<file path="src/rtl/game_sequencer.sv">
// Whack-a-mole round controller: game timer, mole placement and hit/miss scoring.
// Drives the score latch select/binary_in pair so it clears, tracks, then freezes.
module game_sequencer #(
    parameter int TICK_DIV    = 100_000_000,
    parameter int GAME_SECS   = 30,
    parameter int MOLE_CYCLES = 75_000_000
) (
    input  logic        clk,
    input  logic        rst_n,
    input  logic        start,
    input  logic [3:0]  btn,
    output logic [3:0]  mole,
    output logic [1:0]  select,
    output logic [31:0] score,
    output logic [7:0]  misses,
    output logic [7:0]  time_left,
    output logic        game_done
);

    typedef enum logic [1:0] {
        IDLE = 2'b00,
        PLAY = 2'b01,
        OVER = 2'b10
    } state_t;

    state_t      state, state_d;
    logic [31:0] prescaler, prescaler_d;
    logic [31:0] mole_timer, mole_timer_d;
    logic [31:0] score_d;
    logic [7:0]  misses_d;
    logic [7:0]  time_left_d;
    logic [3:0]  mole_d;
    logic        game_done_d;
    logic [7:0]  lfsr, lfsr_d;
    logic [3:0]  btn_q;

    logic [3:0]  press;
    logic        hit;
    logic        miss;
    logic        tick;
    logic        timeout;
    logic [3:0]  mole_new;

    assign select   = state;
    assign press    = btn & ~btn_q;
    assign hit      = |(press & mole);
    assign miss     = |(press & ~mole);
    assign tick     = (prescaler == 32'(TICK_DIV - 1));
    assign timeout  = (mole_timer == 32'(MOLE_CYCLES - 1));
    assign mole_new = 4'b0001 << lfsr[1:0];
    assign lfsr_d   = {lfsr[6:0], lfsr[7] ^ lfsr[5] ^ lfsr[4] ^ lfsr[3]};

    always_comb begin
        state_d      = state;
        prescaler_d  = prescaler;
        mole_timer_d = mole_timer;
        score_d      = score;
        misses_d     = misses;
        time_left_d  = time_left;
        mole_d       = mole;
        game_done_d  = 1'b0;
        unique case (state)
            PLAY: begin
                prescaler_d  = tick ? 32'd0 : prescaler + 32'd1;
                mole_timer_d = timeout ? 32'd0 : mole_timer + 32'd1;
                if (timeout) begin
                    mole_d = mole_new;
                end
                if (hit) begin
                    if (score != 32'hFFFF_FFFF) begin
                        score_d = score + 32'd1;
                    end
                    mole_d       = mole_new;
                    mole_timer_d = 32'd0;
                end
                if (miss && misses != 8'hFF) begin
                    misses_d = misses + 8'd1;
                end
                // The final tick overrides any relocation from this cycle
                if (tick) begin
                    if (time_left == 8'd1) begin
                        state_d     = OVER;
                        mole_d      = 4'b0000;
                        time_left_d = 8'd0;
                        game_done_d = 1'b1;
                    end else begin
                        time_left_d = time_left - 8'd1;
                    end
                end
            end
            OVER: begin
                if (start) begin
                    state_d  = IDLE;
                    score_d  = 32'd0;
                    misses_d = 8'd0;
                end
            end
            default: begin
                if (start) begin
                    state_d      = PLAY;
                    score_d      = 32'd0;
                    misses_d     = 8'd0;
                    prescaler_d  = 32'd0;
                    mole_timer_d = 32'd0;
                    time_left_d  = 8'(GAME_SECS);
                    mole_d       = mole_new;
                end
            end
        endcase
    end

    always_ff @(posedge clk) begin
        if (!rst_n) begin
            state      <= IDLE;
            prescaler  <= 32'd0;
            mole_timer <= 32'd0;
            score      <= 32'd0;
            misses     <= 8'd0;
            time_left  <= 8'd0;
            mole       <= 4'b0000;
            game_done  <= 1'b0;
            lfsr       <= 8'hA5;
            btn_q      <= 4'b0000;
        end else begin
            state      <= state_d;
            prescaler  <= prescaler_d;
            mole_timer <= mole_timer_d;
            score      <= score_d;
            misses     <= misses_d;
            time_left  <= time_left_d;
            mole       <= mole_d;
            game_done  <= game_done_d;
            lfsr       <= lfsr_d;
            btn_q      <= btn;
        end
    end

endmodule
</file>
<file path="config.mk">
export PLATFORM = sky130hd
export DESIGN_NAME = game_sequencer
export DESIGN_NICKNAME = d
export VERILOG_FILES = /design/src/rtl/game_sequencer.sv
export SDC_FILE = /design/constraint.sdc
export NUM_CORES = 1
export LEC_CHECK = 0
export BUFFER_PORTS_ARGS = -buffer_cell sky130_fd_sc_hd__buf_2
export CORE_ASPECT_RATIO = 0.8
export CORE_MARGIN = 2
export CORE_UTILIZATION = 25
export DETAILED_ROUTE_END_ITERATION = 10
export PLACE_DENSITY = 0.42
export SETUP_SLACK_MARGIN = 0.05
export SYNTH_ARGS = -nofsm -noshare
export SYNTH_HDL_FRONTEND = slang
export SYNTH_SLANG_ARGS = --single-unit
</file>
<file path="constraint.sdc">
create_clock -name clk -period 2.37 [get_ports clk]
set_input_delay 0.474 -clock clk [delete_from_list [all_inputs] [get_ports clk]]
set_output_delay 0.474 -clock clk [all_outputs]
set_load 0.01 [all_outputs]
</file>
-- Yosys cells after proc, flatten, opt, wreduce, memory -nomap -nowiden
Index checks and enable logic that the tools add are counted.
- output and inout port bits: 55
- latch bits: 0
- memories kept: 0
- register bits: 131
- bits of input ports: 7
- memory bits (read-only): 0
- bits in writable memories: 0
- logic and storage cells: 76
- add/sub/neg operators: 5
- equality and inequality tests: 13
- reduce and logical (&&, ||, !) cells: 10
- divide/modulo/power cells: 0
- shifts and indexed selects: 1
- bitwise gates (word level): 9
- order comparisons: 0
- mux-type cells: 28
- multiply operators: 0
- operators by type and width (kind ; number):
    $mux 32 ; 7
    $pmux 32 s2 ; 2
    $add 32x1->32 const B ; 3
    $eq 32x27->1 const B ; 2
    $mux 8 ; 6
    $ne 32x32->1 const B ; 1
    $mux 4 ; 5
    $pmux 8 s2 ; 1
    $and 4x4->4 ; 3
    $ne 2x2->1 const B ; 6
    $reduce_and 3->1 ; 3
    $add 8x1->8 const B ; 1
    $eq 8x1->1 const B ; 1
    $mux 2 ; 4
    $ne 8x8->1 const B ; 1
    $not 4->4 ; 2
    $pmux 4 s2 ; 1
    $reduce_or 4->1 ; 2
    $sub 8x1->8 const B ; 1
    $pmux 2 s2 ; 1
    $reduce_and 2->1 ; 2
    $reduce_and 4->1 ; 1
    $shl 1x2->4 const A ; 1
    $xor 1x1->1 ; 3
    6 further kinds ; 6

-- Depth between registers and ports, before layout
Gate-level depths: netlist (run 1).
- depth in word-level cells: 8
- mapped depth: 11
- mapped depth without buffers: 8

-- Least setup slack after synthesis (run 1)
Ideal clock, no wire load.
- path kind: register -> register
- start: register state[0], in the netlist select[0]
- end: register score[20]
- setup time: 71 ps
- required time: 2299 ps
- clock period less this slack: 2312 ps
- setup slack: 58 ps
- data arrival time: 2242 ps
- stages on the path, launching flop included: 9
- buffers on the path: 2
- cells stage by stage: dfxtp_1 ha_1 clkbuf_1 nor2_1 a21o_1 buf_6 or4_4 or4_1 a21oi_1
- longest elaborated chain between the ends: 3
- elaborated cells between the ends (all ways): 6
- classes of those cells: 3 x eq/ne; 1 x mux; 2 x reduce/logical
- ends and longest elaborated chain (item ; line ; source):
    start: declaration ; 26 ; state_t state, state_d;
    start signal: assignment ; 125 ; state <= state_d;
    $eq 2x1->1 * ; 62 ; unique case (state)
    $ne 2x2->1 (no source line) / $reduce_bool 2->1 (equally long branches) ; -- ;
    $reduce_and 3->1 (no source line) ; -- ;
    end signal: assignment ; 128 ; score <= score_d;
    end: declaration ; 14 ; output logic [31:0] score,
Mark *: on every way between the ends. The rest lies on a longest branch, timed or not.
A chain may end at the register's enable or synchronous reset.

-- Worst setup path after layout (run 1)
- start: register state[1], in the netlist select[1]
- end: register score[20]
The elaborated chain is that of the path after synthesis.

==> results of run 1 <==
==> report_power, final <==
part	switching (mW)	internal, mW
clock	1.06	1.88
combinational	0.357	0.234
sequential	0.0600	2.26
total	1.48	4.38
==> sequential cells by signal, indices dropped and copies added (netlist names) <==
| register | count |
|---|---|
| mole | 4 |
| btn_q | 4 |
| time_left | 8 |
| score | 32 |
| prescaler | 32 |
| lfsr | 8 |
| mole_timer | 32 |
| misses | 8 |
| game_done | 1 |
| select | 2 |
==> cells in the final DEF (no fill, tap or decap), drive strengths merged, types with 3 or more instances in the layout <==
| cell | Yosys | final |
|---|---|---|
| a21boi | 8 | 8 |
| a21oi | 17 | 17 |
| a31o | 5 | 5 |
| and2 | 19 | 19 |
| and3 | 19 | 19 |
| and4 | 10 | 10 |
| buf | 8 | 113 |
| bufinv | 0 | 5 |
| clkbuf | 20 | 18 |
| clkinv | 0 | 3 |
| dfxtp | 131 | 131 |
| ha | 8 | 8 |
| inv | 15 | 20 |
| nand2 | 61 | 61 |
| nand2b | 7 | 7 |
| nand3 | 52 | 52 |
| nand3b | 4 | 4 |
| nand4 | 23 | 23 |
| nand4bb | 3 | 3 |
| nor2 | 125 | 125 |
| nor2b | 9 | 9 |
| nor3 | 25 | 25 |
| nor3b | 8 | 8 |
| nor4 | 17 | 17 |
| nor4b | 8 | 8 |
| o21ai | 22 | 22 |
| or3 | 9 | 9 |
| or4 | 7 | 7 |
| xnor2 | 49 | 49 |
| xor2 | 38 | 38 |
==> cell families after synthesis <==
group / synth area share
AO/OA/AOI/OAI: 0.0736
XOR/XNOR: 0.121
adder cells (fa/ha/maj): 0.0159
buffers and inverters: 0.0280
flip-flops: 0.416
multiplexers: 0.00317
AND/OR/NAND/NOR: 0.343
==> repair_timing <==
| item | in CTS | in global routing |
|---|---|---|
| endpoints found under the setup margin | 0 | 46 |
| buffers inserted | 0 | 1 |
| gates resized for setup | 0 | 13 |
==> synth_stat cells (all sizes together) (3+ instances only) <==
master | number | area, µm²
dfxtp | 131 | 2620
xor2 | 38 | 333
xnor2 | 49 | 429
ha | 8 | 100
inv | 15 | 56.3
nor4b | 8 | 91.3
nand4bb | 3 | 33.8
o21ai | 22 | 110
nand2b | 7 | 43.8
nand4 | 23 | 144
nor3b | 8 | 60.1
and4 | 10 | 90.1
nor4 | 17 | 119
a31o | 5 | 43.8
nor2b | 9 | 56.3
a21boi | 8 | 60.1
and2 | 19 | 119
nand3 | 52 | 260
nand2 | 61 | 231
nor2 | 125 | 469
a21oi | 17 | 85.1
or4 | 7 | 56.3
clkbuf | 20 | 75.1
nor3 | 25 | 130
nand3b | 4 | 30.0
buf | 8 | 45.0
or3 | 9 | 56.3
and3 | 19 | 119
==> final cells by class <==
type                            instances  area, µm²
Timing Repair Buffer                  113        732
Tap cell                              318        398
Fill cell                            2598      16500
Multi-Input combinational cell        580       3560
Clock buffer                           18        429
Inverter                               15       56.3
Clock inverter                         14        224
Sequential cell                       131       2620
==> per-stage QoR <==
step                worst slack (ns)  cell area, µm²  total power, mW
global placement               0.135            7300             2.97
finish                         0.166            8020             5.86
global route                  0.0371            8020             6.12
CTS                            0.134            7960             5.95
floorplan                     0.0578            6310             2.71
detailed placement             0.144            7300             2.96
==> routing by layer <==
metal  GRT usage  up-vias
li1            -     2844
met1       0.182     2567
met2       0.185       80
met3      0.0324       11
met4      0.0366        0
met5           0        -
==> worst min path at each step <==
stage	startpoint	endpoint	slack (ns)	cells past startpoint
detailed placement	lfsr[6]	lfsr[7]	0.40	1
global route	btn[2]	btn_q[2]	0.25	2
finish	btn[0]	btn_q[0]	0.28	2
global placement	lfsr[6]	lfsr[7]	0.39	1
floorplan	lfsr[6]	lfsr[7]	0.39	1
CTS	btn[2]	btn_q[2]	0.26	2
==> impl_metrics.csv, run 1 <==
group,metric,value,unit
logic_synthesis,synth_nets,769,
grt,antenna_found_initial,0,
setup_path,cp.required,2.73,ns
final_layout,antenna_cells,0,
setup_path,setup.worst_path.start_class,"flop",
min_path,min_path_type,"in -> reg",
final_layout,drive_gt1_frac,0.193,
die,die_w,182,µm
power_and_ir_drop,power.density,731,nW/µm²
setup_path,max_stage_delay,0.56,ns
routing,drt-total-wl,16300,µm
setup_path,r2r-start,"select[1]",
sta,worst_pin_slew,0.474,ns
logic_synthesis,ys_seq_area_frac,0.416,
clocking,ctsHoldBuffers,0,
grt,gr-total-overflow,0,
clocking,insertion_delay,0.43,ns
setup_path,arrival,2.56,ns
setup_path,cp_max_fo,7,
sta,finalSetupViolations,0,
placement,place_inst,1156,
routing,wl_met1,8800,µm
sta,fin_crit_sh,0.930,
die,num_rows,51,
setup_path,end_kind,"flop",
sta,rsz0062_at_grt,"true",
routing,route.met2.wl,6720,µm
logic_synthesis,ys_ff_latch,131,
sta,skew,0.0144,ns
clocking,cts-buffers-inserted,17,
grt,grt_max_degree,31,
final_layout,stdcell_count,1189,
logic_synthesis,yosys_warnings,0,
sta,drv_slew,0,
setup_path,worstPathCellList,"inv_1, ha_1, buf_6, nor2_1, a21o_1, or4_4, or4_1, a21oi_1",
sta,slew_headroom,0.681,
logic_synthesis,async_flop_share,0,
logic_synthesis,postSynthAreaPerCell,8.37,µm²
sta,min_period,2.20,ns
die,die_area,26500,µm²
setup_path,r2r_slack,0.17,ns
setup_path,crit_family,"simple AND/OR/NAND/NOR gates",
grt,grt_usage,0.126,
routing,dr_total_vias,5502,
clocking,clock_sinks,131,
power_and_ir_drop,power_leakage,2.97,nW
setup_path,slowest_stage,"or4_4",
logic_synthesis,synth_area,6310,µm²
placement,gp_congestion,0.739,
sta,fin_hold_ws,0.279,ns
die,start_util,0.257,
sta,hold_viol,0,
setup_path,cp_num_buf_inv,2,
clocking,h-tree-depth,4,
routing,drc,0,
logic_synthesis,synth-edff-count,0,
setup_path,worstSetupEndpoint,"score[20]",
routing,wire_per_inst,13.7,µm
logic_synthesis,ys.flop_type,"dfxtp_1",
routing,drt_first_iter_violations,317,
sta,final.setup.tns,0,ns
routing,top_layer_used,"met4",
sta,fmax,0.454,GHz
final_layout,nNetsFinal,873,
die,top_level_ports,62,
final_layout,layout-area-overhead-vs-synth,27.1,%
setup_path,ff2ff_path_depth,8,
clocking,cts_tree,"done",
die,fp.dieH,146,µm
placement,place_hpwl,11800,µm
logic_synthesis,synth_cells,754,
logic_synthesis,netlist-cell-type-count,58,
power_and_ir_drop,max-vdd-ir-drop,0.537,mV
run,drv_cap,0,
setup_path,rr_endpoint,"score[20]",
die,coreArea,24600,µm²
grt,grt_pass1_wl,26900,µm
status,outcome,"completed",
final_layout,final_util,0.326,
placement,numPortBuffers,61,
routing,antenna_left,0,
routing,route.met3.wl,604,µm
setup_path,path_class,"reg -> reg",
routing,routed_via_density,4.63,
routing,drtPass1Iterations,4,
grt,first_global_vias,5147,
clocking,clk_pin_slew,0.06,ns
setup_path,crit_path_start,"select[1]",
setup_path,cp.depth,8,
clocking,cts_root_buf,"clkbuf_16",
clocking,clk_path_buf_depth,2,
No activity file was read; power rests on OpenSTA's default activity.
==> run 2: changes to the inputs <==
--- a/config.mk
+++ b/config.mk
@@ -10,7 +10,9 @@
 export CORE_MARGIN = 2
 export CORE_UTILIZATION = 25
 export DETAILED_ROUTE_END_ITERATION = 10
+export GPL_TIMING_DRIVEN = 0
 export PLACE_DENSITY = 0.42
+export RECOVER_POWER = 100
 export SETUP_SLACK_MARGIN = 0.05
 export SYNTH_ARGS = -nofsm -noshare
 export SYNTH_HDL_FRONTEND = slang
==> constraint.sdc (replaced) <==
create_clock -name clk -period 2 [get_ports clk]
set_input_delay 0.4 -clock clk [delete_from_list [all_inputs] [get_ports clk]]
set_output_delay 0.4 -clock clk [all_outputs]
set_load 0.01 [all_outputs]
==> impl_metrics.csv, run 2 (synthesis results as in run 1) <==
group,metric,value,unit
final_layout,final_cell_area,9910,µm²
sta,hold_viol,0,
placement,numPortBuffers,61,
final_layout,fillCellCount,2402,
grt,antenna_found_initial,0,
setup_path,slowest_stage,"or4_4",
clocking,cts_tree,"done",
grt,grt_pass1_wl,29300,µm
placement,placed_area,7130,µm²
die,fp.dieH,146,µm
grt,grt_max_degree,17,
min_path,min_path_type,"in -> reg",
sta,layout_setup_ws,-0.180,ns
sta,skew,0.0132,ns
final_layout,antenna_cells,0,
grt,grt_usage,0.138,
setup_path,crit_path_start,"mole[0]",
die,num_rows,51,
min_path,hold_path_end,"btn_q[3]",
routing,drt-total-wl,19200,µm
routing,routed_via_density,4.66,
clocking,h-tree-depth,4,
die,top_level_ports,62,
setup_path,ff2ff_path_depth,8,
die,start_util,0.257,
setup_path,crit_family,"simple AND/OR/NAND/NOR gates",
power_and_ir_drop,power_leakage,3.63,nW
final_layout,reg_top3,"mole_timer: 32 flops, prescaler: 32 flops, score: 32 flops",
run,drv_cap,0,
setup_path,cpMostUsedCell,"buf_6",
die,die_w,182,µm
power_and_ir_drop,max-vdd-ir-drop,0.638,mV
final_layout,regArea,2700,µm²
sta,fin_hold_ws,0.213,ns
routing,antenna_left,0,
setup_path,arrival,2.54,ns
sta,rsz0062_at_grt,"true",
status,violations,"setup timing",
final_layout,layout-area-overhead-vs-synth,57.1,%
placement,gp_congestion,0.739,
routing,wire_per_inst,15.2,µm
setup_path,rr_endpoint,"score[14]",
min_path,hold_start,"btn[3]",
setup_path,r2r-start,"mole[0]",
sta,min_period,2.18,ns
sta,finalSetupViolations,86,
sta,fin_crit_sh,1.09,
placement,place_inst,1133,
final_layout,stdcell_count,1260,
setup_path,cp.required,2.36,ns
sta,worst_pin_slew,0.894,ns
clocking,clk_pin_slew,0.07,ns
power_and_ir_drop,power.density,700,nW/µm²
power_and_ir_drop,total_power,6.94,mW
final_layout,nNetsFinal,944,
sta,drv_slew,0,
setup_path,setup.worst_path.start_class,"flop",
routing,drc,0,
final_layout,multi_input_area,4580,µm²
sta,final.setup.tns,-4.89,ns
placement,place_hpwl,12100,µm
setup_path,max_stage_delay,0.53,ns
routing,drt_first_iter_violations,294,
grt,first_global_vias,5511,
routing,drtPass1Iterations,4,
setup_path,worstPathCellList,"nand3b_1, and4_4, a21o_1, buf_6, or4_4, buf_6, or3_4, a21oi_2",
clocking,cts_root_buf,"clkbuf_16",
routing,dr_total_vias,5870,
clocking,insertion_delay,0.43,ns
status,outcome,"finished with violations",
setup_path,cp_max_fo,5,
setup_path,cp_num_buf_inv,2,
setup_path,end_kind,"flop",
final_layout,final_common_cell,"dfxtp_1",
clocking,clock_sinks,131,
sta,slew_headroom,0.404,
grt,gr-total-overflow,0,
die,die_area,26500,µm²
sta,fmax,0.459,GHz
setup_path,path_class,"reg -> reg",
min_path,whs_path_depth,2,
clocking,cts-buffers-inserted,17,
final_layout,final_cell_mix,"98 x dfxtp_1, 78 x nor2_1, 59 x buf_4",
clocking,clk_path_buf_depth,2,
setup_path,r2r_slack,-0.18,ns
final_layout,drive_gt1_frac,0.448,
die,coreArea,24600,µm²
run 2: changes by cell type in the layout (fill, tap and decap cells not counted), sizes merged:
| cell | change |
|---|---|
| bufinv | -4 |
| clkinvlp | +2 |
| inv | -1 |
| clkinv | +3 |
| buf | +55 |
| clkbuf | +16 |
run 2: power breakdown:
group | switching [mW] | leakage, nW | total (mW) | internal (mW)
Clock | 1.28 | 0.272 | 3.00 | 1.72
Sequential | 0.0864 | 1.08 | 2.76 | 2.67
Combinational | 0.608 | 2.28 | 1.18 | 0.577
Total | 1.97 | 3.63 | 6.94 | 4.97
run 2: metal layers:
metal  vias up  part of all wire  global-route usage  wire length [µm]
met1      2794              0.50               0.191              9620
met4         0            0.0090              0.0374               172
met2        81              0.46               0.216              8780
met5         -                 0                   0                 0
met3        14             0.032              0.0287               621
li1       2981                 -                   -                 -
run 2: worst max path at each step:
stage / cells past startpoint / to / slack, ns
floorplan: 8 / score[20] / -0.09
global placement: 8 / mole_timer[22] / -0.74
global route: 13 / prescaler[20] / -0.28
detailed placement: 8 / time_left[6] / -0.73
finish: 8 / score[14] / -0.18
CTS: 9 / score[20] / -0.18
run 2: layout make-up:
| cell class | count | area share |
|---|---|---|
| buffer | 22 | 0.0253 |
| clock buffer | 18 | 0.0433 |
| clock inverter | 14 | 0.0129 |
| inverter | 15 | 0.00631 |
| multi-input combinational | 580 | 0.462 |
| sequential | 131 | 0.272 |
| tap | 318 | 0.0402 |
| timing repair buffer | 162 | 0.138 |
run 2: what timing repair did:
action	4_1_cts	5_1_grt
setup buffers	52	42
resized for setup	163	209
pin swaps	43	98
setup endpoints to repair	118	115
hold endpoints to repair	0	0
gates cloned	4	5
hold buffers	0	0
run 2: through the flow:
stage / utilization / worst slack, ns
6_report: 0.403 / -0.180
5_1_grt: 0.403 / -0.282
4_1_cts: 0.357 / -0.184
3_5_place_dp: 0.290 / -0.726
3_3_place_gp: 0.290 / -0.737
2_1_floorplan: - / -0.0895
==> run 3: changes to the inputs <==
--- a/config.mk
+++ b/config.mk
@@ -10,7 +10,6 @@
 export CORE_MARGIN = 2
 export CORE_UTILIZATION = 25
 export DETAILED_ROUTE_END_ITERATION = 10
-export GPL_TIMING_DRIVEN = 0
 export PLACE_DENSITY = 0.42
 export RECOVER_POWER = 100
 export SETUP_SLACK_MARGIN = 0.05
==> impl_metrics.csv, run 3 (synthesis results as in run 1) <==
group,metric,value,unit
clocking,insertion_delay,0.42,ns
setup_path,end_kind,"flop",
min_path,whs_path_depth,2,
grt,antenna_found_initial,0,
die,num_rows,51,
final_layout,layout-area-overhead-vs-synth,53.7,%
placement,numPortBuffers,61,
final_layout,stdcell_count,1307,
sta,rsz0062_at_grt,"true",
setup_path,rr_endpoint,"mole[2]",
clocking,cts_root_buf,"clkbuf_16",
placement,place_inst,1252,
clocking,h-tree-depth,4,
die,die_w,182,µm
die,die_area,26500,µm²
final_layout,reg_top3,"mole_timer: 32 flops, prescaler: 32 flops, score: 32 flops",
sta,drv_slew,0,
status,violations,"setup timing",
placement,gp_congestion,0.740,
routing,drtPass1Iterations,5,
setup_path,cp.required,2.31,ns
grt,grt_pass1_wl,29400,µm
routing,dr_total_vias,6007,
final_layout,antenna_cells,0,
routing,antenna_left,0,
die,coreArea,24600,µm²
status,outcome,"finished with violations",
power_and_ir_drop,power.density,725,nW/µm²
final_layout,nNetsFinal,991,
final_layout,drive_gt1_frac,0.364,
grt,first_global_vias,5706,
min_path,hold_path_end,"btn_q[2]",
placement,place_hpwl,12800,µm
setup_path,ff2ff_path_depth,7,
routing,drc,0,
clocking,clk_path_buf_depth,2,
final_layout,final_cell_mix,"126 x buf_4, 118 x dfxtp_1, 83 x nor2_1",
routing,wire_per_inst,14.2,µm
grt,grt_usage,0.137,
clocking,clock_sinks,131,
setup_path,r2r_slack,-0.07,ns
grt,grt_max_degree,31,
clocking,clk_pin_slew,0.06,ns
placement,dp_slack,-0.230,ns
sta,min_period,2.07,ns
die,fp.dieH,146,µm
min_path,hold_start,"btn[2]",
die,top_level_ports,62,
power_and_ir_drop,power_leakage,3.53,nW
sta,fmax,0.482,GHz
setup_path,r2r-start,"prescaler[11]",
setup_path,cp_max_fo,3,
setup_path,arrival,2.38,ns
power_and_ir_drop,max-vdd-ir-drop,0.638,mV
final_layout,final_common_cell,"buf_4",
run,drv_cap,0,
routing,routed_via_density,4.60,
clocking,cts_tree,"done",
grt,gr-total-overflow,0,
sta,skew,0.0121,ns
sta,finalSetupViolations,19,
die,start_util,0.257,
sta,worst_pin_slew,0.557,ns
sta,fin_crit_sh,1.04,
setup_path,setup.worst_path.start_class,"flop",
sta,slew_headroom,0.626,
setup_path,path_class,"reg -> reg",
routing,drt-total-wl,18500,µm
sta,layout_setup_ws,-0.0740,ns
clocking,cts-buffers-inserted,17,
sta,hold_viol,0,
routing,drt_first_iter_violations,263,
min_path,min_path_type,"in -> reg",
==> run 3: cell types whose count changed in the layout (fill, tap and decap cells not counted), sizes merged <==
cell / delta
clkbuf: +47
inv: -4
buf: +7
clkinv: -4
bufinv: +1
==> run 3: metrics by stage <==
step                area [µm²]  setup TNS (ns)  utilization  hold slack, ns  power [mW]
finish                    9700          -0.434        0.395           0.210        7.03
global route              9700           -8.75        0.395           0.204        7.34
CTS                       8990          -0.737        0.366           0.194        6.97
detailed placement        8120           -6.27        0.331           0.396        3.59
global placement          8120           -2.96        0.331           0.396        3.59
floorplan                 6430           -1.60            -           0.386        3.24
==> run 3: layout make-up <==
class | instances | area (µm²)
clock buffers | 25 | 527
fillers | 2471 | 14900
clock inverters | 7 | 92.6
flip-flops and latches | 131 | 2640
multi-input cells | 580 | 4310
well taps | 318 | 398
inverters | 15 | 58.8
repair buffers | 231 | 1670
==> run 3: critical path, stage by stage (launching register included) <==
cell and delay [ns]:
dfxtp_2 0.31, or4bb_1 0.51, nor4_2 0.19, buf_4 0.18, and4_4 0.24, nand2_4 0.06, and4_1 0.17, a221o_1 0.31
==> run 3: power by group <==
group | internal (mW) | total, mW | switching (mW)
Sequential | 2.68 | 2.74 | 0.0596
Clock | 2.07 | 3.27 | 1.19
Combinational | 0.436 | 1.02 | 0.587
==> run 3: worst max-delay path by stage <==
stage	start	to	slack [ns]	depth (start not counted)
floorplan	select[1]	score[20]	-0.09	8
global placement	prescaler[25]	mole[2]	-0.21	7
detailed placement	prescaler[25]	mole[2]	-0.23	7
CTS	prescaler[11]	mole[2]	-0.1	7
global route	score[2]	score[31]	-0.22	7
finish	prescaler[11]	mole[2]	-0.07	7
==> run 3: timing repair <==
action	CTS	global route
setup endpoints to repair	90	115
hold buffers	0	0
resized for setup	36	170
cloned	1	6
pin swaps	22	79
buffers inserted	9	8
==> run 3: routing by layer <==
| metal | wire length [µm] | part of all wire | vias to the layer above | global-route usage |
|---|---|---|---|---|
| met5 | 0 | 0 | - | 0 |
| met3 | 592 | 0.032 | 8 | 0.0314 |
| met4 | 180 | 0.0097 | 0 | 0.0362 |
| met2 | 8060 | 0.44 | 93 | 0.205 |
| li1 | - | - | 3093 | - |
| met1 | 9680 | 0.52 | 2813 | 0.195 |
